## src/rtl/rev_wire_stage.sv

```systemverilog
`default_nettype none
// +--------------------------------------------------------------------------+
// | rev_wire_stage : wire-state stage for a 2-control / 4-target CXOR gate.   |
// | Optional VERIFY self-check enabled by macro REV_SELFCHECK_EN.            |
// | Revision: 1.0                                                            |
// +--------------------------------------------------------------------------+
module rev_wire_stage #(
  parameter int WIDTH = 6,
  parameter int CNT_W = 8
) (
  input  logic             clk,
  input  logic             rst,
  input  logic             load_valid,
  input  logic [WIDTH-1:0] load_data,
  input  logic             cmd_valid,
  input  logic             cmd_dir,
  output logic             cmd_ready,
  output logic [WIDTH-1:0] gate_in,
  input  logic [WIDTH-1:0] gate_res,
  output logic [WIDTH-1:0] wire_q,
  output logic [CNT_W-1:0] step_cnt,
  output logic             busy,
  output logic             done,
  output logic             err_range,
  output logic             err_check
);

  typedef enum logic [1:0] {
    S_IDLE   = 2'd0,
    S_APPLY  = 2'd1,
    S_COMMIT = 2'd2,
    S_VERIFY = 2'd3
  } state_t;

  localparam logic [CNT_W-1:0] C_CNT_MAX = '1;

  state_t state_q;
  logic   dir_q;
  logic   range_bad;

  // After COMMIT the wire register already holds the new state, so VERIFY needs no mux.
  assign gate_in   = wire_q;
  assign busy      = (state_q != S_IDLE);
  assign cmd_ready = (state_q == S_IDLE) && !load_valid;
  assign range_bad = cmd_dir ? (step_cnt == '0) : (step_cnt == C_CNT_MAX);

`ifdef REV_SELFCHECK_EN
  logic [WIDTH-1:0] shadow_q;
  logic             err_check_q;

  assign err_check = err_check_q;

  always_ff @(posedge clk) begin
    if (rst) begin
      state_q     <= S_IDLE;
      dir_q       <= 1'b0;
      wire_q      <= '0;
      step_cnt    <= '0;
      done        <= 1'b0;
      err_range   <= 1'b0;
      shadow_q    <= '0;
      err_check_q <= 1'b0;
    end else begin
      done      <= 1'b0;
      err_range <= 1'b0;
      case (state_q)
        S_IDLE: begin
          if (load_valid) begin
            wire_q   <= load_data;
            step_cnt <= '0;
          end else if (cmd_valid) begin
            if (range_bad) begin
              err_range <= 1'b1;
            end else begin
              dir_q   <= cmd_dir;
              state_q <= S_APPLY;
            end
          end
        end
        S_APPLY: begin
          shadow_q <= wire_q;
          wire_q   <= gate_res;
          step_cnt <= dir_q ? step_cnt - 1'b1 : step_cnt + 1'b1;
          state_q  <= S_COMMIT;
        end
        S_COMMIT: begin
          done    <= 1'b1;
          state_q <= S_VERIFY;
        end
        S_VERIFY: begin
          // Self-inverse gate: re-applying it to the new state must give back the old one.
          if (gate_res != shadow_q) err_check_q <= 1'b1;
          state_q <= S_IDLE;
        end
        default: state_q <= S_IDLE;
      endcase
    end
  end
`else
  assign err_check = 1'b0;

  always_ff @(posedge clk) begin
    if (rst) begin
      state_q   <= S_IDLE;
      dir_q     <= 1'b0;
      wire_q    <= '0;
      step_cnt  <= '0;
      done      <= 1'b0;
      err_range <= 1'b0;
    end else begin
      done      <= 1'b0;
      err_range <= 1'b0;
      case (state_q)
        S_IDLE: begin
          if (load_valid) begin
            wire_q   <= load_data;
            step_cnt <= '0;
          end else if (cmd_valid) begin
            if (range_bad) begin
              err_range <= 1'b1;
            end else begin
              dir_q   <= cmd_dir;
              state_q <= S_APPLY;
            end
          end
        end
        S_APPLY: begin
          wire_q   <= gate_res;
          step_cnt <= dir_q ? step_cnt - 1'b1 : step_cnt + 1'b1;
          done     <= 1'b1;
          state_q  <= S_COMMIT;
        end
        S_COMMIT: state_q <= S_IDLE;
        default:  state_q <= S_IDLE;
      endcase
    end
  end
`endif

endmodule
`default_nettype wire
```

## config.mk

```make
export PLATFORM = sky130hd
export DESIGN_NAME = rev_wire_stage
export DESIGN_NICKNAME = d
export VERILOG_FILES = /design/src/rtl/rev_wire_stage.sv
export SDC_FILE = /design/constraint.sdc
export NUM_CORES = 1
export LEC_CHECK = 0
export ABC_AREA = 1
export CAP_MARGIN = 30
export CORE_UTILIZATION = 44
export DETAILED_ROUTE_END_ITERATION = 16
export PLACE_DENSITY = 0.88
export SYNTH_ARGS = -nofsm -noshare
export SYNTH_HDL_FRONTEND = slang
export SYNTH_SLANG_ARGS = --single-unit
```

## constraint.sdc

```tcl
create_clock -name clk -period 1.65 [get_ports clk]
set_input_delay 0.33 -clock clk [delete_from_list [all_inputs] [get_ports clk]]
set_output_delay 0.33 -clock clk [all_outputs]
set_load 0.005 [all_outputs]
```

## Word level (Yosys, flattened, before mapping)

Index checks and enable logic that the tools add are counted.

| storage, ports and cells | value |
|---|---|
| bits of input ports | 17 |
| bits in registers | 19 |
| output and inout port bits | 25 |

| cells by class | value |
|---|---|
| equality and inequality tests | 6 |
| reduce and logical (&&, ||, !) cells | 10 |
| $add $sub $neg | 2 |
| bitwise operators | 4 |
| mux-type cells | 12 |

Operator list:

| cell | number |
|---|---|
| 2-to-1 mux 8 bit | 2 |
| case mux 8 bit (2 select lines) | 1 |
| case mux 6 bit (2 select lines) | 1 |
| adder 8 x 1 -> 8 bit, second input constant | 1 |
| equality test 8 bit, second input constant | 1 |
| zero test 8 bit | 1 |
| inequality test 2 bit, second input constant | 4 |
| subtractor 8 x 1 -> 8 bit, second input constant | 1 |
| 2-to-1 mux 2 bit | 3 |
| 2-to-1 mux 6 bit | 1 |
| inverter 1 bit | 4 |
| case mux 2 bit (2 select lines) | 1 |
| AND reduction 4 bit | 1 |
| nonzero test 2 bit | 2 |
| OR reduction 4 bit | 1 |
| 2-to-1 mux 1 bit | 3 |
| AND reduction 3 bit | 1 |
| equality test 2 x 1 -> 1 bit, second input constant | 1 |
| zero test 2 bit | 1 |
| AND reduction 2 bit | 1 |
| logical AND 1 bit | 1 |
| zero test 1 bit | 1 |

## Depth between registers and ports, before layout

| logic depth | value |
|---|---|
| depth in word-level cells | 6 |
| mapped depth | 8 |
| mapped depth without buffers | 8 |

## Least setup slack after synthesis

No wires, ideal clock.

| timing path | value |
|---|---|
| path kind | flip-flop to flip-flop |
| start point | reg dir_q |
| end point | reg step_cnt[7] |
| stages on the path, launching flop included | 8 |
| path buffers | 0 |
| arrival time | 1355 ps |
| path slack | 225 ps |
| setup time | 70 ps |
| cells stage by stage | dfxtp_1 -> ha_1 -> or2_4 -> nand3_1 -> nand2_1 -> nand2_1 -> nand3_1 -> a21oi_1 |

| between the ends | value |
|---|---|
| cells in the longest elaborated chain, start to end | 2 |

Ends and longest elaborated chain:

| element | line | source |
|---|---|---|
| start, declared | 38 | `logic dir_q;` |
| start signal, assigned | 122 | `dir_q <= cmd_dir;` |
| 2-to-1 mux 8 bit | 129 | `step_cnt <= dir_q ? step_cnt - 1'b1 : step_cnt + 1'b1;` |
| case mux 8 bit (2 select lines) | 113 | `case (state_q)` |
| end signal, assigned | 129 |  |
| end, declared | 21 | `output logic [CNT_W-1:0] step_cnt,` |

Every way passes these cells.
A chain may end at the register's enable or synchronous reset.

## Worst setup path in the final report

| timing path | value |
|---|---|
| start point | reg state_q[0] |
| end point | out busy |

| between the ends | value |
|---|---|
| cells in the longest elaborated chain, start to end | 1 |

Ends and longest elaborated chain:

| element | line | source |
|---|---|---|
| start, declared | 37 | `state_t state_q;` |
| start signal, assigned | 104 | `state_q <= S_IDLE;` |
| start signal, assigned | 123 | `state_q <= S_APPLY;` |
| start signal, assigned | 131 | `state_q <= S_COMMIT;` |
| nonzero test 2 bit | 43 | `assign busy = (state_q != S_IDLE);` |
| end, declared | 22 | `output logic busy,` |

Every way passes these cells.

==> run_results.csv <==
group,metric,value,unit
cells_and_area,multi_input_area,643,sq um
setup_path,endpoint_kind,"primary output",
setup_path,worstPathArrival,1270,ps
global_route,grt_max_degree,21,
cells_and_area,mostFrequentLayoutCells,"nand2_1 (48), clkdlybuf4s50_1 (39), nor2_1 (17)",
cts,clk_latency,300,ps
yosys,synth_area,1180,sq um
setup_path,crit_type,"reg2out",
worst_hold_path,hp-class,"reg2reg",
timing,clock_skew,5.15,ps
place,portBuffers,40,
worst_hold_path,hold_start,"gate_in[0]",
route,drc,0,
setup_path,rr_endpoint,"step_cnt[6]",
floorplanning,row_count,18,
power,vdd.ir_drop.worst,377,uV
cells_and_area,regArea,394,sq um
cts,cts-hold-fix-buffers,0,
route,finalWirelength,2540,um
floorplanning,die_y,53.8,um
cts,numClockSinks,19,
setup_path,r2r_start,"step_cnt[0]",
timing,slew_viol_final,0,
cells_and_area,areaGrowthSynthToFinish,37.1,%
timing,hold_violations,0,
place,hpwl,1890,um
yosys,ys_seq_area_share,32.2,%
cts,cts_buffers,3,
cells_and_area,final_cell_area,1620,sq um
status,status,"finished, final reports clean",
place,place_congestion,0.837,
place,post-place-cells,233,
floorplanning,io_pins,42,
yosys,syn_nets,195,
floorplanning,start_util,47.2,%
cts,cts_tree,"yes",
yosys,synth_edf_count,0,
timing,period_needed,1600,ps
route,routed_via_density,4.87,
yosys,synth_cells,171,
route,drt.antenna.violating_nets,0,
setup_path,rr_worst_depth,8,
cts,htree_levels,1,
route,drt_first_pass_iters,4,
global_route,grtUsageTotal,19.5,%
yosys,synth.distinct_cells,25,
power,p_leak,0.742,nW
setup_path,start_kind,"flop",
cells_and_area,layout.filler_cells,220,
cts,clk_pin_slew,120,ps
timing,fmax,0.626,GHz
cells_and_area,layout_commonest_cell,"nand2_1",
cells_and_area,final_util,64.7,%
route,num_vias,1160,
floorplanning,fp.dieArea,2890,sq um
floorplanning,coreArea,2500,sq um
flow_run,cap_violations,0,
yosys,syn_area_per_cell,6.90,sq um
setup_path,cp.required,1320,ps
worst_hold_path,hold_end,"gate_in[0]",
route,drt_iter0_drc,26,
global_route,antenna_found_initial,0,
power,powerDensity,592,nW/um^2
yosys,synth_ff_type,"dfxtp_1",
cts,clk_path_buf_depth,2,
cells_and_area,final_cells,238,
timing,tns,0,ps
timing,timing.final.crit_share,96.8,%
global_route,grt_pass1_vias,976,
setup_path,critical_path.max_fanout,2,
worst_hold_path,min_path_cells,2,
yosys,synth_warnings,0,
place,placed_cell_area,1570,sq um
cells_and_area,antenna_cells,0,
setup_path,regToRegSetupSlack,160,ps
yosys,ys_seq_elements,19,
timing,setup_violations,0,
floorplanning,die_w,53.8,um
global_route,overflow,0,
route,wl_per_cell,10.7,um
cells_and_area,nets,233,
global_route,grt_pass1_wl,4110,um
yosys,async_reset_ff_share,0,%
cts,clockRootBuffer,"clkbuf_4",
cells_and_area,drive_gt1_share,13.5,%
synthesized netlist by cell type, types with 2 or more instances:
library cell,count,area [sq um]
nand2_1,48,180
dfxtp_1,19,380
nor2_1,18,67.6
a21oi_1,16,80.1
inv_1,16,60.1
nand3_1,9,45.0
buf_4,8,60.1
o21ai_1,8,40.0
ha_1,6,75.1
a32o_1,2,20.0
buf_2,2,10.0
inv_2,2,7.51
nand2_2,2,12.5
nand4_1,2,12.5
or2_4,2,17.5
xor2_1,2,17.5
state kept, by name (all words and copies together), names as in the netlist:
| signal | count |
|---|---|
| step_cnt | 8 |
| err_range | 1 |
| gate_in | 6 |
| done | 1 |
| state_q | 2 |
| dir_q | 1 |
critical path, stage by stage (launching register included):
cell and delay [ps]:
dfxtp_2 370, nor2_2 40, inv_1 60, clkdlybuf4s50_1 490
worst max-delay path by stage:
stage | from | endpoint | depth (start not counted)
after detailed placement | load_valid | cmd_ready | 3
after global placement | load_valid | cmd_ready | 3
after floorplan | dir_q | step_cnt[7] | 7
final | state_q[0] | busy | 3
after CTS | step_cnt[7] | step_cnt[7] | 1
after global routing | state_q[1] | busy | 3
final cells by class:
cell class / instances / share of cell area, %
Clock buffer: 3 / 1.39
Clock inverter: 1 / 0.309
Inverter: 19 / 4.56
Multi-Input combinational cell: 122 / 39.8
Sequential cell: 19 / 24.4
Tap cell: 30 / 2.32
Timing Repair Buffer: 44 / 27.3
layer usage:
layer,track usage [%],vias up,share of wire (%)
met5,0,-,0
met4,5.26,0,1.1
met3,2.54,5,4.4
met2,33.7,34,47
met1,25.1,508,48
li1,-,613,-
cell families (layout without fill, tap and decap cells):
| group | count (synthesis) | after routing | share of synthesized area [%] |
|---|---|---|---|
| AND/OR/NAND/NOR | 85 | 85 | 31.2 |
| adder cells (fa/ha/maj) | 7 | 7 | 8.06 |
| other | 1 | 1 | 0.318 |
| buffers and inverters | 30 | 67 | 13.5 |
| AO/OA/AOI/OAI | 27 | 27 | 13.3 |
| flip-flops | 19 | 19 | 32.2 |
| XOR/XNOR | 2 | 2 | 1.48 |
power breakdown:
| part | switching (mW) | internal (mW) | leakage [nW] |
|---|---|---|---|
| combinational | 0.0875 | 0.128 | 0.564 |
| sequential | 0.0180 | 0.477 | 0.160 |
| clock | 0.157 | 0.0905 | 0.0177 |
| total | 0.262 | 0.696 | 0.742 |
metrics by stage:
| step | hold slack [ps] | power (mW) | setup slack, ps |
|---|---|---|---|
| 2_1_floorplan | 453 | 0.617 | 225 |
| 4_1_cts | 474 | 0.961 | 18.7 |
| 6_report | 469 | 0.958 | 52.3 |
| 3_5_place_dp | 456 | 0.722 | -48.5 |
| 3_3_place_gp | 443 | 0.716 | -26.1 |
| 5_1_grt | 491 | 1.01 | -15.2 |
repair_timing:
action,4_1_cts,5_1_grt
setup buffers,0,1
endpoints found under the setup margin,4,11
resized for setup,4,8
(Power assumes the default switching activity.)
